`config.mk`:
```
export PLATFORM = sky130hd
export DESIGN_NAME = qspi_mem_ctrl
export DESIGN_NICKNAME = d
export VERILOG_FILES = /design/src/rtl/qspi_pkg.sv /design/src/rtl/qspi_shift_reg.sv /design/src/rtl/qspi_mem_ctrl.sv
export SDC_FILE = /design/constraint.sdc
export NUM_CORES = 1
export LEC_CHECK = 0
export CAP_MARGIN = 20
export CORE_UTILIZATION = 53
export CTS_BUF_LIST = sky130_fd_sc_hd__clkbuf_4 sky130_fd_sc_hd__clkbuf_8
export DETAILED_ROUTE_END_ITERATION = 10
export PLACE_DENSITY = 0.83
export SYNTH_ARGS = -nofsm -noshare
export SYNTH_HDL_FRONTEND = slang
export SYNTH_SLANG_ARGS = --single-unit
```
`constraint.sdc`:
```
create_clock -name clk -period 2.8 [get_ports clk]
set_clock_uncertainty 0.15 [all_clocks]
set_input_delay 0.84 -clock clk [delete_from_list [all_inputs] [get_ports clk]]
set_output_delay 0.84 -clock clk [all_outputs]
set_load 0.1 [all_outputs]
```
`src/rtl/qspi_pkg.sv`:
```
// rtl/qspi_pkg.sv - shared states, opcodes and phase lengths for the QSPI memory controller
package qspi_pkg;

   localparam logic [2:0] ST_IDLE  = 3'd0;
   localparam logic [2:0] ST_CMD   = 3'd1;
   localparam logic [2:0] ST_ADDR  = 3'd2;
   localparam logic [2:0] ST_DUMMY = 3'd3;
   localparam logic [2:0] ST_DATA  = 3'd4;
   localparam logic [2:0] ST_GAP   = 3'd5;

   localparam int CMD_SCLKS  = 8;
   localparam int ADDR_SCLKS = 6;
   localparam int DATA_SCLKS = 8;
   localparam int GAP_CLKS   = 2;

   localparam int         DEF_DUMMY_CYCLES = 6;
   localparam logic [7:0] DEF_FLASH_RD_CMD = 8'hEB;
   localparam logic [7:0] DEF_RAM_RD_CMD   = 8'hEB;
   localparam logic [7:0] DEF_RAM_WR_CMD   = 8'h38;

   // Wire order is byte0 first; the shifter runs MSB first, so words are byte-reversed.
   function automatic logic [31:0] byte_swap(input logic [31:0] w);
      return {w[7:0], w[15:8], w[23:16], w[31:24]};
   endfunction

endpackage

```
`src/rtl/qspi_shift_reg.sv`:
```
// rtl/qspi_shift_reg.sv - 32-bit MSB-first shifter, 1-bit or 4-bit per step
module qspi_shift_reg (
   input  logic        clk,
   input  logic        rst_n,
   input  logic        i_load,
   input  logic [31:0] i_load_data,
   input  logic        i_shift,
   input  logic        i_quad,
   input  logic [3:0]  i_in,
   output logic [31:0] o_q
);

   logic [31:0] r_q;

   always_ff @(posedge clk or negedge rst_n) begin
      if (!rst_n) begin
         r_q <= '0;
      end else if (i_load) begin
         r_q <= i_load_data;
      end else if (i_shift) begin
         if (i_quad) r_q <= {r_q[27:0], i_in};
         else        r_q <= {r_q[30:0], i_in[0]};
      end
   end

   assign o_q = r_q;

endmodule

```
`src/rtl/qspi_mem_ctrl.sv`:
```
// rtl/qspi_mem_ctrl.sv - quad-SPI controller sharing one bus between flash and PSRAM
// Define QSPI_PSRAM_WRITE_EN to enable PSRAM writes; otherwise every write is rejected.
module qspi_mem_ctrl
   import qspi_pkg::*;
#(
   parameter int         DUMMY_CYCLES = DEF_DUMMY_CYCLES,
   parameter logic [7:0] FLASH_RD_CMD = DEF_FLASH_RD_CMD,
   parameter logic [7:0] RAM_RD_CMD   = DEF_RAM_RD_CMD,
   parameter logic [7:0] RAM_WR_CMD   = DEF_RAM_WR_CMD
) (
   input  logic        clk,
   input  logic        rst_n,
   input  logic        req_valid,
   output logic        req_ready,
   input  logic        req_sel,
   input  logic        req_we,
   input  logic [23:0] req_addr,
   input  logic [31:0] req_wdata,
   output logic        rsp_valid,
   output logic        rsp_err,
   output logic [31:0] rsp_rdata,
   output logic        flash_cs_n,
   output logic        ram_cs_n,
   output logic        bus_sclk,
   output logic [3:0]  bus_io_out,
   output logic [3:0]  bus_io_oe,
   input  logic [3:0]  bus_io_in
);

   localparam logic [7:0] CNT_CMD   = 8'(CMD_SCLKS - 1);
   localparam logic [7:0] CNT_ADDR  = 8'(ADDR_SCLKS - 1);
   localparam logic [7:0] CNT_DATA  = 8'(DATA_SCLKS - 1);
   localparam logic [7:0] CNT_DUMMY = 8'(DUMMY_CYCLES - 1);
   localparam logic [7:0] CNT_GAP   = 8'(GAP_CLKS - 1);

   logic [2:0]  r_state;
   logic [7:0]  r_cnt;
   logic        r_sclk;
   logic        r_flash_cs_n;
   logic        r_ram_cs_n;
   logic        r_we;
   logic [23:0] r_addr;
   logic        r_rdy_en;
   logic        r_rsp_valid;
   logic        r_rsp_err;
   logic [31:0] r_rsp_rdata;
`ifdef QSPI_PSRAM_WRITE_EN
   logic [31:0] r_wdata;
`else
   logic        w_unused_wdata;
`endif

   logic        w_accept;
   logic        w_reject;
   logic        w_active;
   logic        w_tick;
   logic        w_last;
   logic        w_load;
   logic        w_shift;
   logic        w_quad;
   logic [31:0] w_load_data;
   logic [31:0] w_shq;
   logic [7:0]  w_cmd;

   assign req_ready = r_rdy_en && (r_state == ST_IDLE);
   assign w_accept  = req_valid && req_ready;
`ifdef QSPI_PSRAM_WRITE_EN
   assign w_reject  = req_we && !req_sel;
`else
   assign w_reject  = req_we;
   assign w_unused_wdata = ^req_wdata;
`endif
   assign w_active  = (r_state == ST_CMD) || (r_state == ST_ADDR) ||
                      (r_state == ST_DUMMY) || (r_state == ST_DATA);
   // A tick is the clk edge ending SCLK phase 1: sample point and advance point.
   assign w_tick    = w_active && r_sclk;
   assign w_last    = (r_cnt == 8'd0);
   assign w_quad    = (r_state != ST_CMD);
   assign w_cmd     = req_sel ? (req_we ? RAM_WR_CMD : RAM_RD_CMD) : FLASH_RD_CMD;

   always_comb begin
      w_load      = 1'b0;
      w_load_data = '0;
      w_shift     = 1'b0;
      if (w_accept && !w_reject) begin
         w_load      = 1'b1;
         w_load_data = {w_cmd, 24'h0};
      end else if (w_tick) begin
         if (r_state == ST_DATA) begin
            w_shift = 1'b1;
         end else if (!w_last) begin
            w_shift = (r_state == ST_CMD) || (r_state == ST_ADDR);
         end else if (r_state == ST_CMD) begin
            w_load      = 1'b1;
            w_load_data = {r_addr, 8'h0};
         end
`ifdef QSPI_PSRAM_WRITE_EN
         else if ((r_state == ST_ADDR) && r_we) begin
            w_load      = 1'b1;
            w_load_data = byte_swap(r_wdata);
         end
`endif
      end
   end

   qspi_shift_reg u_shift (
      .clk         (clk),
      .rst_n       (rst_n),
      .i_load      (w_load),
      .i_load_data (w_load_data),
      .i_shift     (w_shift),
      .i_quad      (w_quad),
      .i_in        (bus_io_in),
      .o_q         (w_shq)
   );

   always_ff @(posedge clk or negedge rst_n) begin
      if (!rst_n) begin
         r_state      <= ST_IDLE;
         r_cnt        <= '0;
         r_sclk       <= 1'b0;
         r_flash_cs_n <= 1'b1;
         r_ram_cs_n   <= 1'b1;
         r_we         <= 1'b0;
         r_addr       <= '0;
         r_rdy_en     <= 1'b0;
         r_rsp_valid  <= 1'b0;
         r_rsp_err    <= 1'b0;
         r_rsp_rdata  <= '0;
`ifdef QSPI_PSRAM_WRITE_EN
         r_wdata      <= '0;
`endif
      end else begin
         r_rdy_en    <= 1'b1;
         r_rsp_valid <= 1'b0;
         r_rsp_err   <= 1'b0;
         case (r_state)
            ST_IDLE: begin
               if (w_accept) begin
                  r_we   <= req_we;
                  r_addr <= req_addr;
`ifdef QSPI_PSRAM_WRITE_EN
                  r_wdata <= req_wdata;
`endif
                  if (w_reject) begin
                     r_rsp_valid <= 1'b1;
                     r_rsp_err   <= 1'b1;
                  end else begin
                     r_state      <= ST_CMD;
                     r_cnt        <= CNT_CMD;
                     r_sclk       <= 1'b0;
                     r_flash_cs_n <= req_sel;
                     r_ram_cs_n   <= !req_sel;
                  end
               end
            end
            ST_CMD, ST_ADDR, ST_DUMMY, ST_DATA: begin
               r_sclk <= !r_sclk;
               if (r_sclk) begin
                  if (!w_last) begin
                     r_cnt <= r_cnt - 8'd1;
                  end else if (r_state == ST_CMD) begin
                     r_state <= ST_ADDR;
                     r_cnt   <= CNT_ADDR;
                  end else if (r_state == ST_ADDR) begin
                     if (r_we || (DUMMY_CYCLES == 0)) begin
                        r_state <= ST_DATA;
                        r_cnt   <= CNT_DATA;
                     end else begin
                        r_state <= ST_DUMMY;
                        r_cnt   <= CNT_DUMMY;
                     end
                  end else if (r_state == ST_DUMMY) begin
                     r_state <= ST_DATA;
                     r_cnt   <= CNT_DATA;
                  end else begin
                     r_state      <= ST_GAP;
                     r_cnt        <= CNT_GAP;
                     r_flash_cs_n <= 1'b1;
                     r_ram_cs_n   <= 1'b1;
                     r_rsp_valid  <= 1'b1;
                     if (!r_we) r_rsp_rdata <= byte_swap({w_shq[27:0], bus_io_in});
                  end
               end
            end
            ST_GAP: begin
               if (w_last) r_state <= ST_IDLE;
               else        r_cnt   <= r_cnt - 8'd1;
            end
            default: r_state <= ST_IDLE;
         endcase
      end
   end

   always_comb begin
      bus_io_out = 4'b0000;
      bus_io_oe  = 4'b0000;
      case (r_state)
         ST_CMD: begin
            bus_io_out = {3'b000, w_shq[31]};
            bus_io_oe  = 4'b0001;
         end
         ST_ADDR: begin
            bus_io_out = w_shq[31:28];
            bus_io_oe  = 4'b1111;
         end
         ST_DATA: begin
            if (r_we) begin
               bus_io_out = w_shq[31:28];
               bus_io_oe  = 4'b1111;
            end
         end
         default: begin
            bus_io_out = 4'b0000;
            bus_io_oe  = 4'b0000;
         end
      endcase
   end

   assign bus_sclk   = r_sclk;
   assign flash_cs_n = r_flash_cs_n;
   assign ram_cs_n   = r_ram_cs_n;
   assign rsp_valid  = r_rsp_valid;
   assign rsp_err    = r_rsp_err;
   assign rsp_rdata  = r_rsp_rdata;

endmodule

```
Yosys cells after proc, flatten, opt, wreduce, memory -nomap -nowiden
Cells that the tools add are included.
{ "totals": {"out_inout_bits": 46, "input_bits": 65, "reg_bits": 106, "elab_cells": 120} }
{ "op_classes": {"bitwise": 4, "eq_ne": 15, "mux": 66, "reduce_logical": 22, "add_sub_neg": 1} }
{ "ops": {"columns": ["op", "count"], "rows": [
  ["$mux 32", 8],
  ["$mux 8", 9],
  ["$mux 1", 29],
  ["$mux 3", 9],
  ["$pmux 4 s3", 2],
  ["$pmux 8 s3", 1],
  ["$ne 2x2->1 const B", 9],
  ["$reduce_and 5->1", 2],
  ["$pmux 3 s3", 1],
  ["$logic_not 8->1", 1],
  ["$mux 4", 2],
  ["$pmux 1 s2", 4],
  ["$reduce_and 8->1", 1],
  ["$sub 8x1->8 const B", 1],
  ["$reduce_and 7->1", 1],
  ["$eq 3x2->1 const B", 2],
  ["$eq 3x3->1 const B", 2],
  ["$logic_and 1x1->1", 4],
  ["$not 1->1", 4],
  ["$reduce_bool 2->1", 2],
  ["$reduce_or 4->1", 1],
  ["$eq 3x1->1 const B", 1],
  ["$logic_not 1->1", 3],
  ["$logic_not 3->1", 1],
  ["6 further kinds", 8]
]} }

Depth between registers and ports, before layout
{ "depth": {"word_depth": 9, "mapped_depth": 9, "depth_no_buf": 7} }

Cells and area by module
From an unflattened synthesis, not the netlist that was laid out.
{ "hier_totals": {"cells_unflattened": 470, "hier_area_um2": 5670.4} }
{ "by_module_without_submodules": {"columns": ["mod", "instances", "seq_area_each_um2", "cells_per_inst", "area_each_um2"], "rows": [
  ["qspi_mem_ctrl", 1, 1854.3, 293, 3631.0],
  ["qspi_shift_reg", 1, 800.8, 177, 2039.5]
]} }

Least setup slack after synthesis
Ideal clock, no wire load.
{ "synth_path": {"path_kind": "flip-flop to output port", "start": "register r_state[2]", "end": "output port bus_io_out[0]", "stages_incl_launch_ff": 6, "path_buffers": 1, "arrival_time_ns": 3.526, "path_slack_ns": -1.716, "cell_sequence": "dfrtp_1 buf_2 nor2b_1 nand2_1 a21oi_1 a22o_1"} }
{ "synth_via": {"elab_chain_cells": 2, "elab_cells_between_ends": 4, "cone_classes": "3 x eq/ne; 1 x mux"} }
{ "synth_rtl": {"columns": ["item", "line_no", "rtl"], "rows": [
  ["start: declaration", "qspi_mem_ctrl.sv:36", "logic [2:0] r_state;"],
  ["start signal: assignment", "qspi_mem_ctrl.sv:119", "r_state <= ST_IDLE;"],
  ["start signal: assignment", "qspi_mem_ctrl.sv:149", "r_state <= ST_CMD;"],
  ["start signal: assignment", "qspi_mem_ctrl.sv:163", "r_state <= ST_ADDR;"],
  ["$eq 3x3->1 (tied with other cells)", "qspi_mem_ctrl.sv:198", "case (r_state)"],
  ["$pmux 4 s3 (*)", "qspi_mem_ctrl.sv:198", null],
  ["end: declaration", "qspi_mem_ctrl.sv:25", "output logic [3:0] bus_io_out,"]
]} }
Mark *: on every way between the ends. The rest lies on a longest branch, timed or not.

Final worst setup path
{ "layout_path": {"start": "register r_state[0]", "end": "output port bus_io_oe[0]"} }
{ "layout_via": {"elab_chain_cells": 2, "elab_cells_between_ends": 4, "cone_classes": "3 x eq/ne; 1 x mux"} }
{ "layout_rtl": {"columns": ["item", "line_no", "rtl"], "rows": [
  ["$eq 3x3->1 (tied with other cells)", "qspi_mem_ctrl.sv:198", null],
  ["$pmux 4 s3 (*)", "qspi_mem_ctrl.sv:198", null],
  ["end: declaration", "qspi_mem_ctrl.sv:26", "output logic [3:0] bus_io_oe,"]
]} }
Marks and branches as above.

==> reports/results.tsv <==
metric	value	unit
Pre-antenna DRT Iters	4	
die area	10200	um2
Syn Inst Count	411	
H-Tree Depth	3	
GRT overflow	0	
syn_area_per_cell	12.7	um2
Syn Nets	477	
Crit Path Class	reg2out	
status	completed	
Post-synth EDFFs	0	
final net count	557	
top cells by area, synth	dfrtp_1, mux2_4, mux2_2	
RSZ-0062 raised after global routing	no	
mapped cell area	5200	um2
worst setup margin	0.0958	ns
Post-Route WL	11.1	mm
worst r2r path cells	7	
clock root cell	clkbuf_8	
vias in the first global route	3621	
drt drc	0	
total power per unit cell area	916	nW/um2
GRT Resource Usage Total	0.231	
Distinct cells, synth	57	
max_slew headroom	0.611	
critical path startpoint category	register	
Clock Latency Late Sink	0.38	ns
initial antenna violation count	0	
top-count cell post-synth	dfrtp_1	
first-pass GRT wire length	18.2	mm
worst min path class	in2async	
r2r setup slk	0.31	ns
CTS buffer count	9	
largest net degree at the start of global routing	38	
fin crit share	0.966	
DRT iter0 DRCs	159	
Synth async-reset ratio	1.00	
worst r2r src	r_cnt[1]	
# IOs	111	
vias per cell	5.76	
antenna viol nets, final	0	
CTS tree	done	
wire length per cell	17.8	um
cell taking the most area after synthesis	dfrtp_1	
hold violation total from the final report	0	
Pleak	3.16	nW
core box area	9370	um2
Num Clock Sinks	106	
Bufs on Longest Clock Path	2	
PortBufs	78	
Post-synth top cells	dfrtp_1, mux2_2, mux2i_1	
Synth Register Bits	106	
ant diodes	0	
std cell rows	35	
end-of-flow core utilization	0.700	
RePlAce Congestion	0.874	
Die Width	101	um
layout cells sized above 1	0.387	
CP max FO	10	
Area growth syn-to-layout	26.2	%
initial core utilization	0.555	
pre-CTS setup slack	0.0404	ns
Main synth FF type	dfrtp_1	
Final Max Slew Viols	0	
Die Height	101	um
Yosys top cell area share	0.500	
Slew @ Worst Pin	0.583	ns
CP required	1.81	ns
VDD IR max	758	uV
final-report setup violation count	0	
Detail Placement HPWL	7.97	mm
max_cap viols	0	
sequential fraction of the synthesis area	0.510	
Worst EP arrival	1.71	ns
critical path endpoint category	primary output	
cts-stage hold buffer count	0	
fmax	0.370	GHz
clk slew on worst S/H paths	0.10	ns
synth warn	0	
Via Count	3603	
minimum clock period	2.70	ns
FF-to-FF End	r_cnt[6]	
## worst max-delay path by stage
stage	from	end	slack (ns)
finish	r_state[0]	bus_io_oe[0]	0.1
CTS	r_state[1]	bus_io_out[1]	0.008
floorplan	r_state[2]	bus_io_out[1]	-0.11
detailed placement	req_valid	r_cnt[6]	0.04
global placement	req_valid	r_cnt[6]	0.10
global route	r_state[0]	bus_io_oe[0]	0.03
## worst max-delay path, cell delays in order (launching register included)
cell     delay [ns]
dfrtp_1        0.62
nor3b_4        0.37
or2_4          0.19
buf_12         0.16
## logic make-up after synthesis
group           after synthesis  share of synthesized area
compound gates               83                      0.121
xor+xnor                      2                    0.00337
fa+ha+maj                     1                    0.00240
buf+inv                      37                     0.0416
flops                       106                      0.510
mux                          94                      0.218
other cells                   1                   0.000721
simple gates                 87                      0.103
## flip-flops by register name, indices dropped and copies added, names as in the netlist
name	flops
bus_sclk	1
rsp_err	1
r_addr	24
u_shift.o_q	32
flash_cs_n	1
rsp_valid	1
ram_cs_n	1
r_cnt	8
rsp_rdata	32
r_we	1
r_rdy_en	1
r_state	3
## timing repair
action	4_1_cts	5_1_grt
pin swaps	1	2
endpoints found under the hold margin	0	0
setup buffers	3	1
gates resized for setup	1	1
setup endpoints to repair	9	8
## layer usage
layer / routed length [um] / share of wire / GRT usage
met3: 468 / 0.042 / 0.0527
met2: 5760 / 0.52 / 0.399
met5: 0 / 0 / 0
met1: 4750 / 0.43 / 0.292
met4: 154 / 0.014 / 0.0613
## power by group
| part | switching, mW | total [mW] | leakage (nW) | internal, mW |
|---|---|---|---|---|
| clock network | 0.549 | 0.903 | 0.0983 | 0.354 |
| logic | 1.38 | 2.67 | 1.69 | 1.29 |
| registers | 0.471 | 2.44 | 1.37 | 1.97 |
| total | 2.40 | 6.01 | 3.16 | 3.61 |
## cells in the final DEF, fill, tap and decap left out, types with 8 or more instances in the layout
cell type	instances
mux2_4	31
a221o_1	9
buf_4	54
mux2i_1	31
clkbuf_8	9
mux2_2	32
a21oi_1	11
buf_12	17
nand2_1	8
clkdlybuf4s50_1	31
o31ai_1	12
nor2_1	28
dfrtp_1	103
## area by class of cell
type	count	area, um2
repair buffers	102	1060
clock inverters	6	57.6
multi-input cells	268	2490
inverters	4	15.0
flip-flops and latches	106	2660
well taps	129	161
fillers	695	2810
clock buffers	10	131
## metrics by stage
stage          cell area [um2]  hold slack (ns)  total power [mW]  instances  setup TNS [ns]
2_1_floorplan             5400            0.305              4.38        411          -0.975
3_3_place_gp              6340            0.323              4.98        605               0
3_5_place_dp              6340            0.330              5.10        605               0
4_1_cts                   6550            0.269              6.02        624               0
5_1_grt                   6560            0.295              6.33        625               0
6_report                  6560            0.259              6.01        625               0
(Power assumes the default switching activity.)
